**src/rtl/m_mc_ctrl_if.sv**
```systemverilog
// Handshake bundle between the multi-cycle sequencer and the RV32I datapath.
// master = sequencer side, slave = datapath side.
interface m_mc_ctrl_if #(parameter int W_CNT = 32);
  logic             w_run;
  logic             w_r, w_i, w_s, w_b, w_u, w_j, w_ld;
  logic [4:0]       w_rd;
  logic             w_tkn;
  logic             w_mem_rdy;
  logic             w_imem_re;
  logic             w_ir_we;
  logic             w_pc_we;
  logic             w_pc_sel;
  logic             w_rf_we;
  logic             w_dmem_re;
  logic             w_dmem_we;
  logic             w_halt;
  logic [2:0]       w_state;
  logic [W_CNT-1:0] w_cycles;
  logic [W_CNT-1:0] w_instret;

  modport master (
    input  w_run, w_r, w_i, w_s, w_b, w_u, w_j, w_ld, w_rd, w_tkn, w_mem_rdy,
    output w_imem_re, w_ir_we, w_pc_we, w_pc_sel, w_rf_we, w_dmem_re, w_dmem_we,
           w_halt, w_state, w_cycles, w_instret
  );

  modport slave (
    output w_run, w_r, w_i, w_s, w_b, w_u, w_j, w_ld, w_rd, w_tkn, w_mem_rdy,
    input  w_imem_re, w_ir_we, w_pc_we, w_pc_sel, w_rf_we, w_dmem_re, w_dmem_we,
           w_halt, w_state, w_cycles, w_instret
  );
endinterface

```
**src/rtl/m_mc_ctrl.sv**
```systemverilog
// Five-step (IF/ID/EX/MEM/WB) sequencer gating PC/IR/RF/DMEM enables for RV32I.
// Define MC_CTRL_PERF_CNT_EN to build the active-cycle and retired-instruction counters.
module m_mc_ctrl #(
  parameter int W_CNT = 32
) (
  input logic          w_clk,
  input logic          w_rst,
  m_mc_ctrl_if.master  bus
);

  typedef enum logic [2:0] {
    IDLE = 3'd0,
    IF   = 3'd1,
    ID   = 3'd2,
    EX   = 3'd3,
    MEM  = 3'd4,
    WB   = 3'd5,
    HALT = 3'd6
  } state_t;

  state_t state, nxt, ret;

  // R/I/U/J all take the default EX->WB path, so only their existence matters.
  logic unused_flags;
  assign unused_flags = ^{bus.w_r, bus.w_i, bus.w_u, bus.w_j};

  assign bus.w_state = state;

  always_comb begin
    ret           = bus.w_run ? IF : IDLE;
    nxt           = IDLE;
    bus.w_imem_re = 1'b0;
    bus.w_ir_we   = 1'b0;
    bus.w_pc_we   = 1'b0;
    bus.w_pc_sel  = 1'b0;
    bus.w_rf_we   = 1'b0;
    bus.w_dmem_re = 1'b0;
    bus.w_dmem_we = 1'b0;
    bus.w_halt    = 1'b0;
    case (state)
      IDLE: nxt = bus.w_run ? IF : IDLE;
      IF: begin
        bus.w_imem_re = 1'b1;
        bus.w_ir_we   = bus.w_mem_rdy;
        nxt           = bus.w_mem_rdy ? ID : IF;
      end
      ID: nxt = EX;
      EX: begin
        if (bus.w_b) begin
          bus.w_pc_we  = 1'b1;
          bus.w_pc_sel = bus.w_tkn;
          nxt          = ret;
        end else if (bus.w_s || bus.w_ld) begin
          nxt = MEM;
        end else begin
          nxt = WB;
        end
      end
      MEM: begin
        // Load wins if both flags ever show up, keeping the memory requests one-hot.
        bus.w_dmem_re = bus.w_ld;
        bus.w_dmem_we = bus.w_s && !bus.w_ld;
        if (!bus.w_mem_rdy) begin
          nxt = MEM;
        end else if (bus.w_ld) begin
          nxt = WB;
        end else begin
          bus.w_pc_we = 1'b1;
          nxt         = ret;
        end
      end
      WB: begin
        bus.w_rf_we = 1'b1;
        bus.w_pc_we = 1'b1;
        nxt         = (bus.w_rd == 5'd30) ? HALT : ret;
      end
      HALT: begin
        bus.w_halt = 1'b1;
        nxt        = HALT;
      end
      default: nxt = IDLE;
    endcase
  end

  always_ff @(posedge w_clk or posedge w_rst) begin
    if (w_rst) state <= IDLE;
    else       state <= nxt;
  end

`ifdef MC_CTRL_PERF_CNT_EN
  logic [W_CNT-1:0] cycles, instret;

  always_ff @(posedge w_clk or posedge w_rst) begin
    if (w_rst) begin
      cycles  <= '0;
      instret <= '0;
    end else begin
      if (state != IDLE && state != HALT) cycles <= cycles + W_CNT'(1);
      if (bus.w_pc_we)                    instret <= instret + W_CNT'(1);
    end
  end

  assign bus.w_cycles  = cycles;
  assign bus.w_instret = instret;
`else
  assign bus.w_cycles  = '0;
  assign bus.w_instret = '0;
`endif

endmodule

```
**src/flat_wrapper.sv**
```systemverilog
// flat-port wrapper written by rule: the top's interface ports become plain ports
module m_mc_ctrl_flat 
#(
  parameter int W_CNT = 32
)
  (w_clk, w_rst, bus_w_run, bus_w_r, bus_w_i, bus_w_s, bus_w_b, bus_w_u, bus_w_j, bus_w_ld, bus_w_rd, bus_w_tkn, bus_w_mem_rdy, bus_w_imem_re, bus_w_ir_we, bus_w_pc_we, bus_w_pc_sel, bus_w_rf_we, bus_w_dmem_re, bus_w_dmem_we, bus_w_halt, bus_w_state, bus_w_cycles, bus_w_instret);
  m_mc_ctrl_if #(.W_CNT(W_CNT)) bus_i ();
  input logic w_clk;
  input logic w_rst;
  input wire logic [$bits(bus_i.w_run)-1:0] bus_w_run;
  input wire logic [$bits(bus_i.w_r)-1:0] bus_w_r;
  input wire logic [$bits(bus_i.w_i)-1:0] bus_w_i;
  input wire logic [$bits(bus_i.w_s)-1:0] bus_w_s;
  input wire logic [$bits(bus_i.w_b)-1:0] bus_w_b;
  input wire logic [$bits(bus_i.w_u)-1:0] bus_w_u;
  input wire logic [$bits(bus_i.w_j)-1:0] bus_w_j;
  input wire logic [$bits(bus_i.w_ld)-1:0] bus_w_ld;
  input wire logic [$bits(bus_i.w_rd)-1:0] bus_w_rd;
  input wire logic [$bits(bus_i.w_tkn)-1:0] bus_w_tkn;
  input wire logic [$bits(bus_i.w_mem_rdy)-1:0] bus_w_mem_rdy;
  output wire logic [$bits(bus_i.w_imem_re)-1:0] bus_w_imem_re;
  output wire logic [$bits(bus_i.w_ir_we)-1:0] bus_w_ir_we;
  output wire logic [$bits(bus_i.w_pc_we)-1:0] bus_w_pc_we;
  output wire logic [$bits(bus_i.w_pc_sel)-1:0] bus_w_pc_sel;
  output wire logic [$bits(bus_i.w_rf_we)-1:0] bus_w_rf_we;
  output wire logic [$bits(bus_i.w_dmem_re)-1:0] bus_w_dmem_re;
  output wire logic [$bits(bus_i.w_dmem_we)-1:0] bus_w_dmem_we;
  output wire logic [$bits(bus_i.w_halt)-1:0] bus_w_halt;
  output wire logic [$bits(bus_i.w_state)-1:0] bus_w_state;
  output wire logic [$bits(bus_i.w_cycles)-1:0] bus_w_cycles;
  output wire logic [$bits(bus_i.w_instret)-1:0] bus_w_instret;
  assign bus_i.w_run = bus_w_run;
  assign bus_i.w_r = bus_w_r;
  assign bus_i.w_i = bus_w_i;
  assign bus_i.w_s = bus_w_s;
  assign bus_i.w_b = bus_w_b;
  assign bus_i.w_u = bus_w_u;
  assign bus_i.w_j = bus_w_j;
  assign bus_i.w_ld = bus_w_ld;
  assign bus_i.w_rd = bus_w_rd;
  assign bus_i.w_tkn = bus_w_tkn;
  assign bus_i.w_mem_rdy = bus_w_mem_rdy;
  assign bus_w_imem_re = bus_i.w_imem_re;
  assign bus_w_ir_we = bus_i.w_ir_we;
  assign bus_w_pc_we = bus_i.w_pc_we;
  assign bus_w_pc_sel = bus_i.w_pc_sel;
  assign bus_w_rf_we = bus_i.w_rf_we;
  assign bus_w_dmem_re = bus_i.w_dmem_re;
  assign bus_w_dmem_we = bus_i.w_dmem_we;
  assign bus_w_halt = bus_i.w_halt;
  assign bus_w_state = bus_i.w_state;
  assign bus_w_cycles = bus_i.w_cycles;
  assign bus_w_instret = bus_i.w_instret;
  m_mc_ctrl #(.W_CNT(W_CNT)) u_core (.w_clk(w_clk), .w_rst(w_rst), .bus(bus_i));
endmodule
```
**config.mk**
```make
export PLATFORM = sky130hd
export DESIGN_NAME = m_mc_ctrl_flat
export DESIGN_NICKNAME = d
export VERILOG_FILES = /design/src/rtl/m_mc_ctrl_if.sv /design/src/rtl/m_mc_ctrl.sv /design/src/flat_wrapper.sv
export SDC_FILE = /design/constraint.sdc
export NUM_CORES = 1
export LEC_CHECK = 0
export CAP_MARGIN = 20
export CELL_PAD_IN_SITES_DETAIL_PLACEMENT = 1
export CELL_PAD_IN_SITES_GLOBAL_PLACEMENT = 1
export CORE_ASPECT_RATIO = 0.75
export CORE_MARGIN = 5
export CORE_UTILIZATION = 17
export DETAILED_ROUTE_END_ITERATION = 16
export GPL_ROUTABILITY_DRIVEN = 0
export PLACE_DENSITY = 0.86
export SLEW_MARGIN = 20
export SYNTH_ARGS = -nofsm -noshare
export SYNTH_HDL_FRONTEND = slang
export SYNTH_SLANG_ARGS = --single-unit
```
**constraint.sdc**
```tcl
create_clock -name w_clk -period 1.35 [get_ports w_clk]
set_input_delay 0.405 -clock w_clk [delete_from_list [all_inputs] [get_ports w_clk]]
set_output_delay 0.405 -clock w_clk [all_outputs]
set_load 0.1 [all_outputs]
```
# Word level (Yosys, flattened, before mapping)

Cells that the tools add are included.

Flip-flop bits (word level): 3
Input port bits: 17
Output and inout bits: 75
Word-level logic and storage cells: 32

Eq/ne operators: 7
Muxes and demuxes: 20
Reductions and logical operators: 4

Operators by type and width:

| operator                                                         | count |
|---|---|
| 3-bit case mux with 7 select lines                               | 1 |
| 1-bit two-way mux                                                | 13 |
| 3-bit two-way mux                                                | 4 |
| 3-bit == test (second input constant)                            | 3 |
| 3-bit by 2-bit == test with 1-bit output (second input constant) | 2 |
| 5-bit == test (second input constant)                            | 1 |
| 3-bit by 1-bit == test with 1-bit output (second input constant) | 1 |
| 3-bit logical NOT                                                | 1 |
| 1-bit case mux with 3 select lines                               | 1 |
| 2-bit two-way mux                                                | 1 |
| 1-bit logical AND                                                | 1 |
| 1-bit logical NOT                                                | 1 |
| 1-bit logical OR                                                 | 1 |

# Longest topological paths before layout

Depth in word-level cells: 4
Gate-level depth with buffers: 4
Mapped depth without buffers: 3

# Worst setup path before layout

No wires, ideal clock.

Path type: reg-to-output
Start point: register u_core.state[2] (netlist: u_core.bus.w_state[2])
End point: output port bus_w_dmem_we
Data arrival time: 4,363 ps
Required time: 945 ps
Setup slack: -3,418 ps
Cell stages (with the launch flop): 4
Buffers on the path: 1
Cell sequence: dfrtp_1 -> buf_6 -> nand2b_1 -> nor4b_1

Cells in the longest elaborated chain, start to end: 2

RTL lines:

| element                | RTL line           | RTL |
|---|---|---|
| start, declared        | m_mc_ctrl.sv:21    | `state_t state, nxt, ret;` |
| start signal, assigned | m_mc_ctrl.sv:87    | `else state <= nxt;` |
| 3-bit == test          | m_mc_ctrl.sv:40    | `case (state)` |
| 1-bit two-way mux      | m_mc_ctrl.sv:40    |  |
| end, declared          | flat_wrapper.sv:27 | `output wire logic [$bits(bus_i.w_dmem_we)-1:0] bus_w_dmem_we;` |

Every way passes these cells.

# Worst setup path after layout

Start point: register u_core.state[2] (netlist: u_core.bus.w_state[2])
End point: output port bus_w_pc_sel

Cells in the longest elaborated chain, start to end: 2

RTL lines:

| element                                  | RTL line           | RTL |
|---|---|---|
| 3-bit by 2-bit == test with 1-bit output | m_mc_ctrl.sv:40    |  |
| 1-bit two-way mux                        | m_mc_ctrl.sv:40    |  |
| end, declared                            | flat_wrapper.sv:24 | `output wire logic [$bits(bus_i.w_pc_sel)-1:0] bus_w_pc_sel;` |

Every way passes these cells.

==> flow_metrics.tcl <==
set metrics [dict create \
    clk_latency_ns 0.21 \
    layout_common_cells "conb_1 (64), buf_4 (15), buf_12 (11)" \
    start_util_pct 17.8 \
    violations "setup timing" \
    yosysWarningCount 0 \
    num_antenna_cells 0 \
    seq_area_frac_synth_pct 9.33 \
    avgSynthCellArea_um2 7.97 \
    switching_power_mw 2.11 \
    skew_ns 0.000113 \
    seqPwrFrac_pct 7.6 \
    drtIter0Drc 10 \
    intPower_mw 1.25 \
    final_common_cell "conb_1" \
    final_core_util_pct 26.9 \
    r2r_start "u_core.bus.w_state[2]" \
    die_h_um 69.6 \
    clkSinkCount 3 \
    antenna_found_initial 0 \
    pwr-share-comb_pct 84.7 \
    largest_reg_flops 3 \
    p_leak_nw 0.625 \
    n_fill_cell 549 \
    endpoint "bus_w_pc_sel" \
    worstSetupEndpointType "primary output" \
    core_um2 4520 \
    min_period_ns 1.78 \
    dr.pass1.iters 2 \
    synth-edff-count 0 \
    startpoint "u_core.bus.w_state[2]" \
    r2r_cells 5 \
    num-nets-final 161 \
    ff2ff_setup_slack_ns -0.25 \
    status "complete, but fails checks" \
    area_growth_pct 51.0 \
    drc_errors 0 \
    path_class "reg2out" \
    clock.fmax_mhz 563 \
    required_ns 0.95 \
    hold_path.class "in2async" \
    dieArea_um2 6220 \
    finalSetupTns_ns -3.90 \
    synth_area_um2 805 \
    cts_tree "done" \
    cap_violations 0 \
    max-vdd-ir-drop_mv 1.63 \
    crit_arrival_ns 1.37 \
    setup_viol 14 \
    grt_pass1_vias 639 \
    cts_buffers 3 \
    gr-total-overflow 0 \
    async_flop_share_pct 100 \
    cts_buffer_depth 2 \
    io_pins 92 \
    grt_pass1_wl_um 3100 \
    routed_wl_um 2190 \
    synth-seq-cells 3 \
    power_frac_clock_pct 7.7 \
    whs_ns 0.370 \
    wl_per_cell_um 10.9 \
    syn-instance-count 101 \
    hold_viol 0 \
    rsz0062_at_grt "yes" \
    clockRootBuffer "clkbuf_8" \
    track_usage_pct 6.24 \
    yosysUniqueCellTypes 25 \
    power_mw 3.35 \
    grt_max_degree 9 \
    layout-drive-gt1-share_pct 33.6 \
    powerDensity_nw_per_um2 2760 \
    die_x_um 89.4 \
    slew_violations 0 \
    pre_cts_slack_ns -0.577 \
    hpwl_um 1950 \
    layout_setup_ws_ns -0.427 \
    fin_crit_sh_pct 132 \
    cts-htree-levels 1 \
    worstSetupStartpointType "flip-flop" \
    ant_nets 0 \
    clk_pin_slew_ns 0.03 \
    portBuffers 23 \
    vias 614 \
    swShare_pct 62.8 \
    via_per_inst 3.07 \
    yosys_most_used_dff "dfrtp_1" \
    worst-path-max-fanout 5 \
    rows 21 \
    r2r-end "u_core.bus.w_state[2]" \
]
-- layer usage --
metal,global-route usage [%],up-vias,part of all wire (%)
li1,-,282,-
met1,5.49,295,30
met2,13.2,35,59
met3,1.19,2,10
met4,1.98,0,0.78
met5,0,-,0
-- through the flow --
stage,area (um^2),std cells
final,1210,200
after global routing,1210,200
after CTS,1210,199
after detailed placement,1120,192
after global placement,1120,192
after floorplan,1110,164
-- Yosys cell counts, drive strengths merged, types with 2 or more instances --
| master | n | area share (%) |
|---|---|---|
| nand2b | 3 | 2.3 |
| and2 | 2 | 1.6 |
| and3 | 2 | 1.7 |
| nor3 | 2 | 1.2 |
| nor3b | 2 | 3.9 |
| a211o | 2 | 2.2 |
| o21ai | 3 | 1.9 |
| and3b | 2 | 2.6 |
| buf | 66 | 62 |
| inv | 4 | 1.9 |
| dfrtp | 3 | 9.3 |
-- critical path, stage by stage, from the launching register on --
cell and delay [ns]:
dfrtp_4 0.51, and3b_2 0.28, and3_4 0.19, buf_12 0.17
-- how the worst min path moves through the flow --
| stage | from | end | slack [ns] | cells after the start |
|---|---|---|---|---|
| floorplan | w_rst | u_core.bus.w_state[0] | 0.16 | 1 |
| global placement | w_rst | u_core.bus.w_state[0] | 0.58 | 2 |
| detailed placement | w_rst | u_core.bus.w_state[0] | 0.60 | 2 |
| CTS | w_rst | u_core.bus.w_state[2] | 0.37 | 2 |
| global route | w_rst | u_core.bus.w_state[0] | 0.39 | 2 |
| finish | w_rst | u_core.bus.w_state[1] | 0.37 | 2 |
-- power groups by stage --
stage | registers, mW | logic, mW | clock network [mW]
floorplan | 0.520 | 1.80 | 0
global placement | 0.241 | 2.66 | 0
detailed placement | 0.248 | 2.69 | 0
CTS | 0.255 | 2.82 | 0.263
global route | 0.263 | 2.94 | 0.272
finish | 0.256 | 2.84 | 0.258
-- cells by family after synthesis --
family          Yosys count  synth area share (%)
flops                     3                  9.33
simple gates             17                  17.4
other cells               1                 0.466
compound gates           10                  8.86
buf+inv                  70                  63.9
-- layout make-up --
type	count	area (um^2)	area share (%)
sequential	3	86.3	7.11
multi-input combinational	91	514	42.3
tap	57	71.3	5.87
timing repair buffer	41	483	39.8
clock buffer	4	45.0	3.71
inverter	4	15.0	1.24
-- what timing repair did --
item                       in CTS  in global routing
pin swaps                       5                  2
hold buffers                    0                  0
setup endpoints to repair      14                 14
resized for setup              10                  1
setup buffers                   3                  2
Power figures use the tool's default switching activity.
